### src/rtl/comp_serial_ctrl.sv
// Bit-serial magnitude comparator: one comp_cell walks the operands LSB first,
// feeding each cell result back as the next cascade input.

module comp_cell (
  input  logic i_a,
  input  logic i_b,
  input  logic i_eq,
  input  logic i_lt,
  input  logic i_gt,
  output logic o_eq,
  output logic o_lt,
  output logic o_gt
);

  logic w_same;

  // A differing bit overrides whatever the less significant bits decided.
  assign w_same = ~(i_a ^ i_b);
  assign o_eq   = w_same & i_eq;
  assign o_lt   = (~i_a & i_b) | (w_same & i_lt);
  assign o_gt   = (i_a & ~i_b) | (w_same & i_gt);

endmodule

module comp_serial_ctrl #(
  parameter int WIDTH = 8
) (
  input  logic             clk,
  input  logic             rst_n,
  input  logic             start_valid,
  output logic             start_ready,
  input  logic [WIDTH-1:0] a,
  input  logic [WIDTH-1:0] b,
  input  logic             signed_mode,
  output logic             res_valid,
  input  logic             res_ready,
  output logic             eq,
  output logic             lt,
  output logic             gt,
  output logic             busy
);

  localparam int IDX_W = $clog2(WIDTH);
  localparam logic [IDX_W-1:0] LAST_IDX = IDX_W'(WIDTH - 1);

  typedef enum logic [1:0] {
    IDLE = 2'd0,
    RUN  = 2'd1,
    DONE = 2'd2
  } state_t;

  state_t           r_state;
  state_t           w_state_next;

  logic [WIDTH-1:0] r_a;
  logic [WIDTH-1:0] r_b;
  logic             r_signed;
  logic [IDX_W-1:0] r_idx;
  logic             r_acc_eq;
  logic             r_acc_lt;
  logic             r_acc_gt;
  logic             r_eq;
  logic             r_lt;
  logic             r_gt;

  logic             w_last;
  logic             w_swap;
  logic             w_cell_a;
  logic             w_cell_b;
  logic             w_cell_eq;
  logic             w_cell_lt;
  logic             w_cell_gt;

  assign w_last = (r_idx == LAST_IDX);

  // Swapping the sign bits makes a set sign bit read as the smaller operand.
  assign w_swap   = w_last & r_signed;
  assign w_cell_a = w_swap ? r_b[r_idx] : r_a[r_idx];
  assign w_cell_b = w_swap ? r_a[r_idx] : r_b[r_idx];

  comp_cell u_cell (
    .i_a  (w_cell_a),
    .i_b  (w_cell_b),
    .i_eq (r_acc_eq),
    .i_lt (r_acc_lt),
    .i_gt (r_acc_gt),
    .o_eq (w_cell_eq),
    .o_lt (w_cell_lt),
    .o_gt (w_cell_gt)
  );

  always_ff @(posedge clk or negedge rst_n) begin
    if (!rst_n) begin
      r_state <= IDLE;
    end else begin
      r_state <= w_state_next;
    end
  end

  always_comb begin
    w_state_next = r_state;
    case (r_state)
      IDLE: begin
        if (start_valid) begin
          w_state_next = RUN;
        end
      end
      RUN: begin
        if (w_last) begin
          w_state_next = DONE;
        end
      end
      DONE: begin
        if (res_ready) begin
          w_state_next = IDLE;
        end
      end
      default: w_state_next = IDLE;
    endcase
  end

  always_ff @(posedge clk or negedge rst_n) begin
    if (!rst_n) begin
      r_a      <= '0;
      r_b      <= '0;
      r_signed <= 1'b0;
      r_idx    <= '0;
      r_acc_eq <= 1'b0;
      r_acc_lt <= 1'b0;
      r_acc_gt <= 1'b0;
      r_eq     <= 1'b0;
      r_lt     <= 1'b0;
      r_gt     <= 1'b0;
    end else begin
      case (r_state)
        IDLE: begin
          if (start_valid) begin
            r_a      <= a;
            r_b      <= b;
            r_signed <= signed_mode;
            r_idx    <= '0;
            r_acc_eq <= 1'b1;
            r_acc_lt <= 1'b0;
            r_acc_gt <= 1'b0;
          end
        end
        RUN: begin
          r_acc_eq <= w_cell_eq;
          r_acc_lt <= w_cell_lt;
          r_acc_gt <= w_cell_gt;
          if (w_last) begin
            r_eq <= w_cell_eq;
            r_lt <= w_cell_lt;
            r_gt <= w_cell_gt;
          end else begin
            r_idx <= r_idx + IDX_W'(1);
          end
        end
        default: begin
        end
      endcase
    end
  end

  assign start_ready = (r_state == IDLE);
  assign busy        = (r_state != IDLE);
  assign res_valid   = (r_state == DONE);
  assign eq          = r_eq;
  assign lt          = r_lt;
  assign gt          = r_gt;

endmodule

### config.mk
export PLATFORM = sky130hd
export DESIGN_NAME = comp_serial_ctrl
export DESIGN_NICKNAME = d
export VERILOG_FILES = /design/src/rtl/comp_serial_ctrl.sv
export SDC_FILE = /design/constraint.sdc
export NUM_CORES = 1
export LEC_CHECK = 0
export ABC_AREA = 1
export CORE_MARGIN = 4
export CORE_UTILIZATION = 49
export CTS_BUF_LIST = sky130_fd_sc_hd__clkbuf_8
export DETAILED_ROUTE_END_ITERATION = 6
export PLACE_DENSITY = 0.78
export SYNTH_ARGS = -nofsm -noshare
export SYNTH_HDL_FRONTEND = slang
export SYNTH_SLANG_ARGS = --single-unit
export TNS_END_PERCENT = 30
### constraint.sdc
create_clock -name clk -period 2.05 [get_ports clk]
set_clock_uncertainty 0.15 [all_clocks]
set_input_delay 0.5125 -clock clk [delete_from_list [all_inputs] [get_ports clk]]
set_output_delay 0.5125 -clock clk [all_outputs]
set_load 0.03 [all_outputs]
* Word-level counts from Yosys, hierarchy flattened *
Index checks and enable logic that the tools add are counted.

operators by class
  $add $sub $neg = 1
  $lt $le $gt $ge = 1
  equality and inequality tests = 7
  multiplexer cells = 18
  bitwise operators = 12
  reductions and logical operators = 8

operators by type and width
  cell                                                   number
  bitwise AND 1 bit                                      6
  binary-select mux 1 bit (select 3 bit)                 2
  two-way mux 1 bit                                      6
  two-way mux 2 bit                                      3
  two-way mux 3 bit                                      2
  inequality test 2 bit, second input constant           3
  case mux 1 bit (2 select lines)                        3
  case mux 2 bit (3 select lines)                        1
  case mux 3 bit (2 select lines)                        1
  AND reduction 2 bit                                    3
  AND reduction 3 bit                                    2
  < comparator 3 x 4 -> 1 bit, second input constant     1
  nonzero test 2 bit                                     2
  adder 3 x 1 -> 3 bit, second input constant            1
  == test 3 bit, second input constant                   1
  inverter 1 bit                                         3
  == test 2 x 1 -> 1 bit, second input constant          1
  == test 2 bit, second input constant                   1
  zero test 2 bit                                        1
  inequality test 2 x 1 -> 1 bit, second input constant  1
  bitwise OR 1 bit                                       2
  XOR 1 bit                                              1

storage, ports and cells
  bits in registers = 28
  bits of input ports = 21
  output and inout port bits = 6
  logic and storage cells = 58

* Longest topological paths before layout *
Gate-level depths: netlist of the first run.

  word-level depth = 8
  gate-level depth with buffers = 10
  mapped depth without buffers = 10

* Cells and area by module *
A second synthesis of the first run with hierarchy kept.

second synthesis, totals
  cells, all modules = 174
  area, all modules = 1,415.1 µm²

by module, submodules not included
  module            times used  cells an instance  area each (µm²)  seq. area each (µm²)
  comp_serial_ctrl  1           162                1,352.5          700.7
  comp_cell         1           12                 62.6             0.0

* Worst setup path before layout of the first run *
Ideal clock, no wire load.

  path type = reg2reg
  start = reg r_idx[1]
  end = reg r_gt (netlist: gt)
  setup time = 0.128 ns
  arrival = 1.631 ns
  data required time = 1.772 ns
  path slack = 0.142 ns
  stages on the path, launching flop included = 10
  buffers on the path = 0
  cells stage by stage = dfrtp_1 > ha_1 > ha_1 > nand2_1 > inv_1 > nand3_1 > nand2_1 > ha_1 > a21oi_1 > o21ai_0

between the ends
  longest elaborated chain between the ends = 7

ends and longest elaborated chain
  element                                                                              RTL line    RTL
  from (decl)                                                                          58          logic [IDX_W-1:0] r_idx;
  from (signal assigned)                                                               156         r_idx <= r_idx + IDX_W'(1);
  binary-select mux 1 bit (select 3 bit) / == test 3 bit (equally long branches)       78, 79, 74
  two-way mux 1 bit (not written as such) / bitwise AND 1 bit (equally long branches)  78, 79, 77
  two-way mux 1 bit (on tied branches)                                                 78, 79
  XOR 1 bit                                                                            18          assign w_same = ~(i_a ^ i_b);
  inverter 1 bit                                                                       18
  bitwise AND 1 bit                                                                    21          assign o_gt = (i_a & ~i_b) | (w_same & i_gt);
  bitwise OR 1 bit                                                                     21
  to (signal assigned)                                                                 154         r_gt <= w_cell_gt;
  to (decl)                                                                            64          logic r_gt;

Parallel ways exist; a longest one is shown, timed or not. The select of a mux whose other input is x is not followed.
A chain may end at the register's enable or synchronous reset.

* Final worst setup path of the first run *
  start = reg r_gt (netlist: gt)
  end = out gt

RTL lines
  element    RTL line  RTL
  to (decl)  39        output logic gt,

No word-level cell between the ends.

==> results of run 1 <==
==> registers in the layout, indices dropped and copies added (netlist names) <==
name / cells
r_b: 8
gt: 1
eq: 1
r_idx: 3
r_acc_lt: 1
r_a: 8
lt: 1
r_signed: 1
r_acc_gt: 1
r_acc_eq: 1
r_state: 2
==> how the worst max path moves through the flow <==
stage	startpoint	endpoint	slack, ns	cells after the start
2_1_floorplan	r_idx[1]	gt	0.14	9
3_3_place_gp	r_idx[0]	gt	0.04	9
3_5_place_dp	r_idx[0]	lt	-0.04	9
4_1_cts	r_idx[0]	lt	-0.01	9
5_1_grt	r_idx[0]	gt	-0.03	10
6_report	gt	gt	0.07	1
==> power by group <==
group / switching (mW) / internal (mW) / leakage, nW / total [mW]
Clock: 0.169 / 0.261 / 0.0357 / 0.431
Combinational: 0.936 / 0.667 / 0.513 / 1.60
Sequential: 0.130 / 0.803 / 0.348 / 0.934
Total: 1.24 / 1.73 / 0.897 / 2.97
==> cell usage in the layout (no fill, tap or decap) <==
master	count
o31ai_1	1
o21ai_1	4
nand2_8	1
a21oi_2	2
ha_1	1
dfrtp_2	1
nand3_2	2
clkinv_8	1
clkinvlp_4	1
o21ai_0	5
o21ai_2	16
nor2_4	1
bufinv_16	1
nand2_2	15
nand3_1	19
inv_1	23
ha_4	1
clkbuf_8	3
nor2_1	2
dlygate4sd2_1	3
clkdlybuf4s50_1	23
dfrtp_1	27
nand2_1	39
inv_2	1
ha_2	2
buf_4	6
==> kinds of logic (layout without fill, tap and decap cells) <==
group,after synthesis,after routing
flops,28,28
buf+inv,30,62
fa+ha+maj,4,4
simple gates,79,79
compound gates,28,28
==> timing repair <==
action,4_1_cts,5_1_grt
resized for setup,5,10
setup endpoints to repair,8,6
pin swaps,0,1
hold endpoints to repair,0,0
buffers inserted,0,2
==> stage by stage <==
step	power, mW	instances	hold WS (ns)
global placement	2.27	226	0.325
detailed placement	2.33	226	0.328
CTS	2.78	230	0.351
floorplan	2.00	169	0.0669
finish	2.97	232	0.345
global route	3.21	232	0.374
==> layout make-up <==
class	instances	area [sq um]	area share (%)
sequential	28	702	37.0
multi-input combinational	111	672	35.4
timing repair buffer	32	302	15.9
inverter	26	114	5.99
clock buffer	3	41.3	2.17
tap	31	38.8	2.04
clock inverter	1	30.0	1.58
==> worst reg2reg max path, delay by kind of cell, from the launching register on <==
family                     cells  cell delay [ns]
DFF                            1             0.45
and+or+nand+nor                6             0.56
adders and majority gates      1             0.26
AOI/OAI and AO/OA              2             0.23
buffers and inverters          1             0.19
==> layer usage <==
metal  up-vias  global-route usage (%)
met5         -                       0
met3         5                    2.66
met4         0                    5.66
met1       573                    18.9
met2        30                    28.6
li1        600                       -
==> flow_metrics.py, run 1 <==
metrics = {
    "run_status": {
        "status": "finished clean",
    },
    "logic_synthesis": {
        "yosysTopAreaCell": "dfrtp_1",
        "ys_warn_count": 0,
        "synth_simple_gate_area_share_pct": 25.2,
        "synth-edff-count": 0,
        "synth_seq_cells": 28,
        "async_flop_share_pct": 100,
        "synth_nets": 194,
        "yosysMostFrequentCell": "nand2_1",
        "synth_mux_area_share_pct": 0,
        "synth_seq_area_share_pct": 46.3,
        "synth_adder_area_share_pct": 3.31,
        "ys_types": 18,
        "netlist_instances": 169,
        "synth_compound_area_share_pct": 13.4,
        "netlist_area_sq_mm": 0.00151,
        "synth.avg_cell_area_sq_um": 8.95,
        "synth_flop_cell": "dfrtp_1",
        "yosys.area.top_type_share_pct": 46.3,
        "synth_common_cells": "40 x nand2_1, 28 x dfrtp_1, 24 x inv_1, 21 x nand3_1, 16 x o21ai_2",
        "yosys.area_share.xor_xnor_pct": 0,
        "synth_top_family_by_area": "simple AND/OR/NAND/NOR gates",
        "netlist_top_cells_area": "dfrtp_1 46%, nand2_1 9.9%, o21ai_2 9.3%, nand3_1 6.9%, inv_1 6.0%",
    },
    "clocking": {
        "cts_buffer_depth": 2,
        "clkSinkCount": 28,
        "cts_buffers": 3,
        "path_clk_slew_ns": 0.09,
        "htree_levels": 1,
        "cts_root_buf": "clkbuf_8",
        "cts_tree": "yes",
        "insertion_delay_ns": 0.27,
        "cts_hold_buffers": 0,
    },
    "route": {
        "wl_met3_microns": 126,
        "routed_wl_microns": 3050,
        "vias": 1208,
        "dr.pass1.iters": 5,
        "wl_met1_microns": 1260,
        "drtAntennaViolNets": 0,
        "wl_per_cell_microns": 13.2,
        "avgViaCountPerCell": 5.21,
        "drc": 0,
        "drt_iter0_markers": 33,
        "routed.top_layer": "met4",
        "routed-wl-met2_microns": 1630,
    },
    "worst_setup_path": {
        "cp.arrival_ns": 1.32,
        "crit_chain": "clkdlybuf4s50_1",
        "crit_required_ns": 1.39,
        "rr_startpoint": "r_idx[0]",
        "critical_path_class": "register to output port",
        "cp-start-kind": "register",
        "worstReg2RegEnd": "gt",
        "critical-path-top-delay-family": "buffers and inverters",
        "rrSetupSlack_ns": 0.09,
        "crit_fanout": 2,
        "crit_path_top_delay_cell": "clkdlybuf4s50_1",
        "cp_num_buf_inv": 1,
        "worst-r2r-cell-count": 10,
        "critPathMaxStageDelay_ns": 0.67,
        "end_kind": "output port",
    },
    "layout": {
        "drive_above_1_share_pct": 26.9,
        "diodes": 0,
        "syn_to_final_growth_pct": 25.6,
        "nets": 227,
        "stdcell_area_sq_mm": 0.00190,
        "final_util_pct": 66.6,
        "nFillCells": 236,
    },
    "floorplanning": {
        "fp.dieArea_sq_mm": 0.00404,
        "ios": 27,
        "fp-row-count": 19,
        "die_h_microns": 63.6,
        "initial_utilization_pct": 53.0,
        "core_sq_mm": 0.00285,
        "die_width_microns": 63.6,
    },
    "timing": {
        "worst_slack_ns": 0.0675,
        "drv_slew": 0,
        "worst_slew_pin_slew_ns": 0.359,
        "max_freq_mhz": 504,
        "setup_viol": 0,
        "fin_crit_sh_pct": 96.7,
        "finalCriticalPeriod_ns": 1.98,
        "rsz0062_at_grt": "true",
        "slew_headroom_pct": 76.1,
        "hold_viol_final": 0,
        "setup_tns_ns": 0,
    },
    "power_and_ir_drop": {
        "max-vdd-ir-drop_mv": 0.977,
        "p_per_area_mw_per_mm2": 1560,
        "p_leak_nw": 0.897,
    },
    "global_route": {
        "grt_antenna_before_repair": 0,
        "grt_pass1_vias": 1201,
        "gr-total-overflow": 0,
        "grt_first_pass_wirelength_microns": 5200,
        "track_usage_pct": 15.9,
        "grt_max_degree": 35,
    },
    "placed_design": {
        "portBuffers": 26,
        "hpwl_microns": 2130,
        "place_ws_ns": -0.0355,
        "dpl_cell_area_sq_mm": 0.00177,
        "gp_congestion": 0.841,
    },
    "worst_hold_path": {
        "hold_depth": 2,
        "hp-class": "register to register",
        "holdPathEnd": "lt",
        "worstHoldStart": "lt",
    },
    "flow_run": {
        "cap_violations": 0,
    },
}
(Power assumes the default switching activity.)
==> run 2, diff against run 1 <==
CORE_UTILIZATION = 50   (was 49)
GPL_ROUTABILITY_DRIVEN = 0   (was unset)
PLACE_DENSITY = 0.76   (was 0.78)
clock period = 2.33 ns   (was 2.05 ns; I/O delays follow)
==> run 2 against run 1 <==
  * Critical path depth grew 8
  * Via count is 3.4% lower
  * Largest power group unchanged
  * Clock power shrank 11%
==> flow_metrics.py, run 2 (synthesis gave the netlist of run 1 again) <==
metrics = {
    "clocking": {
        "path_clk_slew_ns": 0.09,
        "cts_tree": "yes",
        "cts_buffer_depth": 2,
        "cts_buffers": 3,
        "htree_levels": 1,
        "clkSinkCount": 28,
        "insertion_delay_ns": 0.28,
        "cts_root_buf": "clkbuf_8",
        "cts_setup_buffers": 0,
    },
    "route": {
        "wl_per_cell_microns": 13.3,
        "drtAntennaViolNets": 0,
        "dr.pass1.iters": 4,
        "drt_iter0_markers": 27,
        "routed_wl_microns": 3010,
        "drc": 0,
        "vias": 1167,
        "avgViaCountPerCell": 5.14,
    },
    "floorplanning": {
        "initial_utilization_pct": 53.5,
        "die_width_microns": 63.0,
        "fp-row-count": 19,
        "ios": 27,
        "die_h_microns": 63.0,
        "fp.dieArea_sq_mm": 0.00397,
        "core_sq_mm": 0.00283,
    },
    "worst_setup_path": {
        "cp-start-kind": "register",
        "critical_path_class": "register to register",
        "crit_fanout": 12,
        "cp.arrival_ns": 2.21,
        "end_kind": "register",
        "crit_required_ns": 2.35,
    },
    "placed_design": {
        "portBuffers": 26,
        "dp_cells": 223,
        "place_ws_ns": 0.0779,
        "hpwl_microns": 2240,
    },
    "timing": {
        "hold_viol_final": 0,
        "setup_tns_ns": 0,
        "worst_slack_ns": 0.135,
        "setup_viol": 0,
        "finalCriticalPeriod_ns": 2.19,
        "drv_slew": 0,
        "max_freq_mhz": 456,
        "fin_crit_sh_pct": 94.2,
        "slew_headroom_pct": 76.2,
        "worst_slew_pin_slew_ns": 0.357,
        "rsz0062_at_grt": "false",
    },
    "layout": {
        "syn_to_final_growth_pct": 21.0,
        "final_cells": 227,
        "final_common_cell": "nand2_1",
        "diodes": 0,
        "nets": 222,
        "final_util_pct": 64.7,
        "largestRegisters": "r_a x8, r_b x8, r_idx x3",
        "drive_above_1_share_pct": 20.9,
        "final_cell_mix": "39 x nand2_1, 27 x dfrtp_1, 24 x inv_1, 23 x clkdlybuf4s50_1, 21 x nand3_1",
    },
    "power_and_ir_drop": {
        "p_total_mw": 2.41,
        "combPwrFrac_pct": 49.5,
        "p_per_area_mw_per_mm2": 1320,
        "p_seq_share_pct": 34.5,
        "switching_share_pct": 42.2,
        "switching_power_mw": 1.02,
        "max-vdd-ir-drop_mv": 0.770,
        "p_clk_share_pct": 15.9,
        "power.internal_mw": 1.39,
        "p_leak_nw": 0.895,
    },
    "run_status": {
        "status": "finished clean",
    },
    "flow_run": {
        "cap_violations": 0,
    },
    "global_route": {
        "grt_antenna_before_repair": 0,
        "grt_first_pass_wirelength_microns": 5020,
        "grt_max_degree": 35,
        "track_usage_pct": 15.8,
        "gr-total-overflow": 0,
        "grt_pass1_vias": 1205,
    },
    "worst_hold_path": {
        "hp-class": "register to register",
    },
}
==> run 2: cell count changes in the layout (fill, tap and decap cells not counted), sizes merged <==
cell | previous run | this run
buf | 6 | 1
dlygate4sd2 | 3 | 1
dlymetal6s2s | 0 | 2
clkinvlp | 1 | 0
inv | 24 | 25
==> run 2: power groups by stage <==
stage               logic [mW]  clock network [mW]  registers, mW
CTS                       1.20               0.394          0.827
global route              1.34               0.417          0.859
detailed placement        1.20                   0          0.836
floorplan                0.928                   0          0.832
finish                    1.19               0.384          0.832
global placement          1.14                   0          0.827
==> run 2: critical path, cell delays in order (launching register included) <==
cell     delay, ns
dfrtp_2       0.50
ha_1          0.23
ha_1          0.21
nand2_2       0.11
inv_1         0.09
nand3_1       0.09
nand2_1       0.06
ha_1          0.30
a21oi_1       0.21
o21ai_0       0.12
==> run 2: layout make-up <==
class | count | area (sq um)
Multi-Input combinational cell | 111 | 637
Fill cell | 231 | 998
Inverter | 26 | 110
Tap cell | 31 | 38.8
Clock buffer | 3 | 41.3
Clock inverter | 1 | 30.0
Timing Repair Buffer | 27 | 272
Sequential cell | 28 | 702
==> run 2: per-layer routing <==
| metal | GRT usage (%) | wire, microns | part of all wire, % |
|---|---|---|---|
| met1 | 18.5 | 1280 | 42 |
| met2 | 27.4 | 1570 | 52 |
| met3 | 2.70 | 94 | 3.1 |
| met4 | 7.99 | 70 | 2.3 |
| met5 | 0 | 0 | 0 |
==> run 2: metrics by stage <==
step	instance area (sq um)	hold slack, ns
after floorplan	1510	0.137
after global placement	1750	0.321
after detailed placement	1750	0.340
after CTS	1820	0.363
after global routing	1830	0.402
final	1830	0.361
==> run 2: what timing repair did <==
action                                  4_1_cts  5_1_grt
endpoints found under the setup margin        1        6
hold endpoints to repair                      0        0
gates resized for setup                       1        4
hold buffers                                  0        0
==> run 2: path summary, 6_finish.rpt <==
kind / start / end / slack, ns / cells past startpoint
max: r_idx[0] / gt / 0.14 / 9
min: eq / eq / 0.36 / 2
max reg2reg: r_idx[0] / gt / 0.14 / 9
min reg2reg: eq / eq / 0.36 / 2
max in group asynchronous: rst_n / r_idx[0] / 1.22 / 2
min in group asynchronous: rst_n / r_a[3] / 0.53 / 2
==> run 3, diff against run 2 <==
CORE_UTILIZATION = 36   (was 50)
PLACE_DENSITY = unset   (was 0.76)
SKIP_CTS_REPAIR_TIMING = 1   (was unset)
SLEW_MARGIN = 20   (was unset)
==> run 3 against run 2 <==
  * Cell area rose by 1.8%
  * Utilization fell by 18 points
  * Global-route usage fell by 3.3 points
  * Register-to-register slack improved by 0.07 ns
  * Sequential share of layout area fell by 0.60 points
  * Largest power group unchanged
  * Largest cell class unchanged
  * Combinational power rose by 3%
  * First-iteration DRC count rose by 52%
==> flow_metrics.py, run 3 (synthesis gave the netlist of run 1 again) <==
metrics = {
    "worst_setup_path": {
        "crit_fanout": 7,
        "cp.arrival_ns": 2.13,
        "end_kind": "register",
        "crit_chain": "ha_1, ha_1, nand2_1, inv_1, nand2_1, nand2_1, ha_1, a21oi_1, o21ai_0",
        "critical_path_class": "register to register",
        "cp.depth": 9,
        "critPathLaunch": "r_idx[0]",
        "crit_required_ns": 2.34,
        "cp_num_buf_inv": 1,
        "worst-r2r-cell-count": 9,
        "critPathMaxStageDelay_ns": 0.46,
        "cp-endpoint": "gt",
        "rr_startpoint": "r_idx[0]",
        "crit_path_top_delay_cell": "dfrtp_2",
        "rrSetupSlack_ns": 0.21,
        "worstReg2RegEnd": "gt",
        "critical-path-top-delay-family": "adder cells",
        "cp-start-kind": "register",
    },
    "route": {
        "drt_iter0_markers": 41,
        "avgViaCountPerCell": 4.78,
        "vias": 1189,
        "routed_wl_microns": 3000,
        "drtAntennaViolNets": 0,
        "drc": 0,
        "dr.pass1.iters": 4,
        "wl_per_cell_microns": 12.0,
    },
    "floorplanning": {
        "ios": 27,
        "fp-row-count": 23,
        "initial_utilization_pct": 37.5,
        "fp.dieArea_sq_mm": 0.00530,
        "core_sq_mm": 0.00403,
        "die_width_microns": 72.8,
        "die_h_microns": 72.8,
    },
    "timing": {
        "max_freq_mhz": 471,
        "hold_viol_final": 0,
        "drv_slew": 0,
        "setup_tns_ns": 0,
        "setup_viol": 0,
        "fin_crit_sh_pct": 91.1,
        "worst_slew_pin_slew_ns": 0.362,
        "rsz0062_at_grt": "false",
        "slew_headroom_pct": 75.9,
        "holdWs_ns": 0.343,
        "worst_slack_ns": 0.207,
        "finalCriticalPeriod_ns": 2.12,
    },
    "layout": {
        "diodes": 0,
        "stdcell_area_sq_mm": 0.00186,
        "nets": 225,
        "drive_above_1_share_pct": 22.1,
        "final_common_cell": "nand2_1",
        "syn_to_final_growth_pct": 23.2,
        "final_util_pct": 46.2,
        "final_cell_mix": "40 x nand2_1, 26 x dfrtp_1, 24 x inv_1, 23 x clkdlybuf4s50_1, 21 x nand3_1",
        "largestRegisters": "r_a x8, r_b x8, r_idx x3",
        "final_cells": 249,
    },
    "global_route": {
        "grt_max_degree": 35,
        "grt_pass1_vias": 1216,
        "track_usage_pct": 12.4,
        "gr-total-overflow": 0,
        "grt_antenna_before_repair": 0,
        "grt_first_pass_wirelength_microns": 5310,
    },
    "placed_design": {
        "dpl_cell_area_sq_mm": 0.00178,
        "hpwl_microns": 2190,
        "portBuffers": 26,
        "dp_cells": 242,
        "place_ws_ns": 0.132,
    },
    "clocking": {
        "clkSinkCount": 28,
        "cts_buffers": 3,
        "insertion_delay_ns": 0.27,
        "cts_tree": "yes",
        "cts_buffer_depth": 2,
        "htree_levels": 1,
        "path_clk_slew_ns": 0.09,
        "cts_root_buf": "clkbuf_8",
    },
    "flow_run": {
        "cap_violations": 0,
    },
    "run_status": {
        "status": "finished clean",
    },
    "power_and_ir_drop": {
        "p_total_mw": 2.34,
        "p_per_area_mw_per_mm2": 1260,
        "p_leak_nw": 0.912,
        "max-vdd-ir-drop_mv": 0.441,
    },
    "worst_hold_path": {
        "hp-class": "register to register",
    },
}
==> run 3: report_power, final <==
group / switching, mW / leakage (nW) / internal (mW)
Combinational: 0.734 / 0.536 / 0.493
Clock: 0.147 / 0.0288 / 0.151
Sequential: 0.111 / 0.347 / 0.708
==> run 3: worst min-delay path by stage <==
stage	end	startpoint	cells past startpoint	slack, ns
2_1_floorplan	eq	rst_n	0	0.14
3_3_place_gp	eq	eq	2	0.32
3_5_place_dp	eq	eq	2	0.32
4_1_cts	eq	eq	2	0.35
5_1_grt	eq	eq	2	0.36
6_report	eq	eq	2	0.34
==> run 3: metal layers <==
layer,routed length (microns),up-vias,global-route usage (%)
li1,-,595,-
met1,1350,576,16.0
met2,1510,14,21.5
met3,92,4,1.79
met4,44,0,3.69
met5,0,-,0
==> run 3: area by class of cell <==
cell class	instances	area (sq um)
Clock buffer	4	55.1
Timing Repair Buffer	30	298
Fill cell	413	2170
Multi-Input combinational cell	111	634
Sequential cell	28	703
Tap cell	50	62.6
Inverter	26	110
==> run 3: tightest hold or removal path, delay by kind of cell, from the launching register on <==
family / cells / cell delay [ns]
and+or+nand+nor: 1 / 0.05
AOI/OAI and AO/OA: 1 / 0.06
DFF: 1 / 0.35
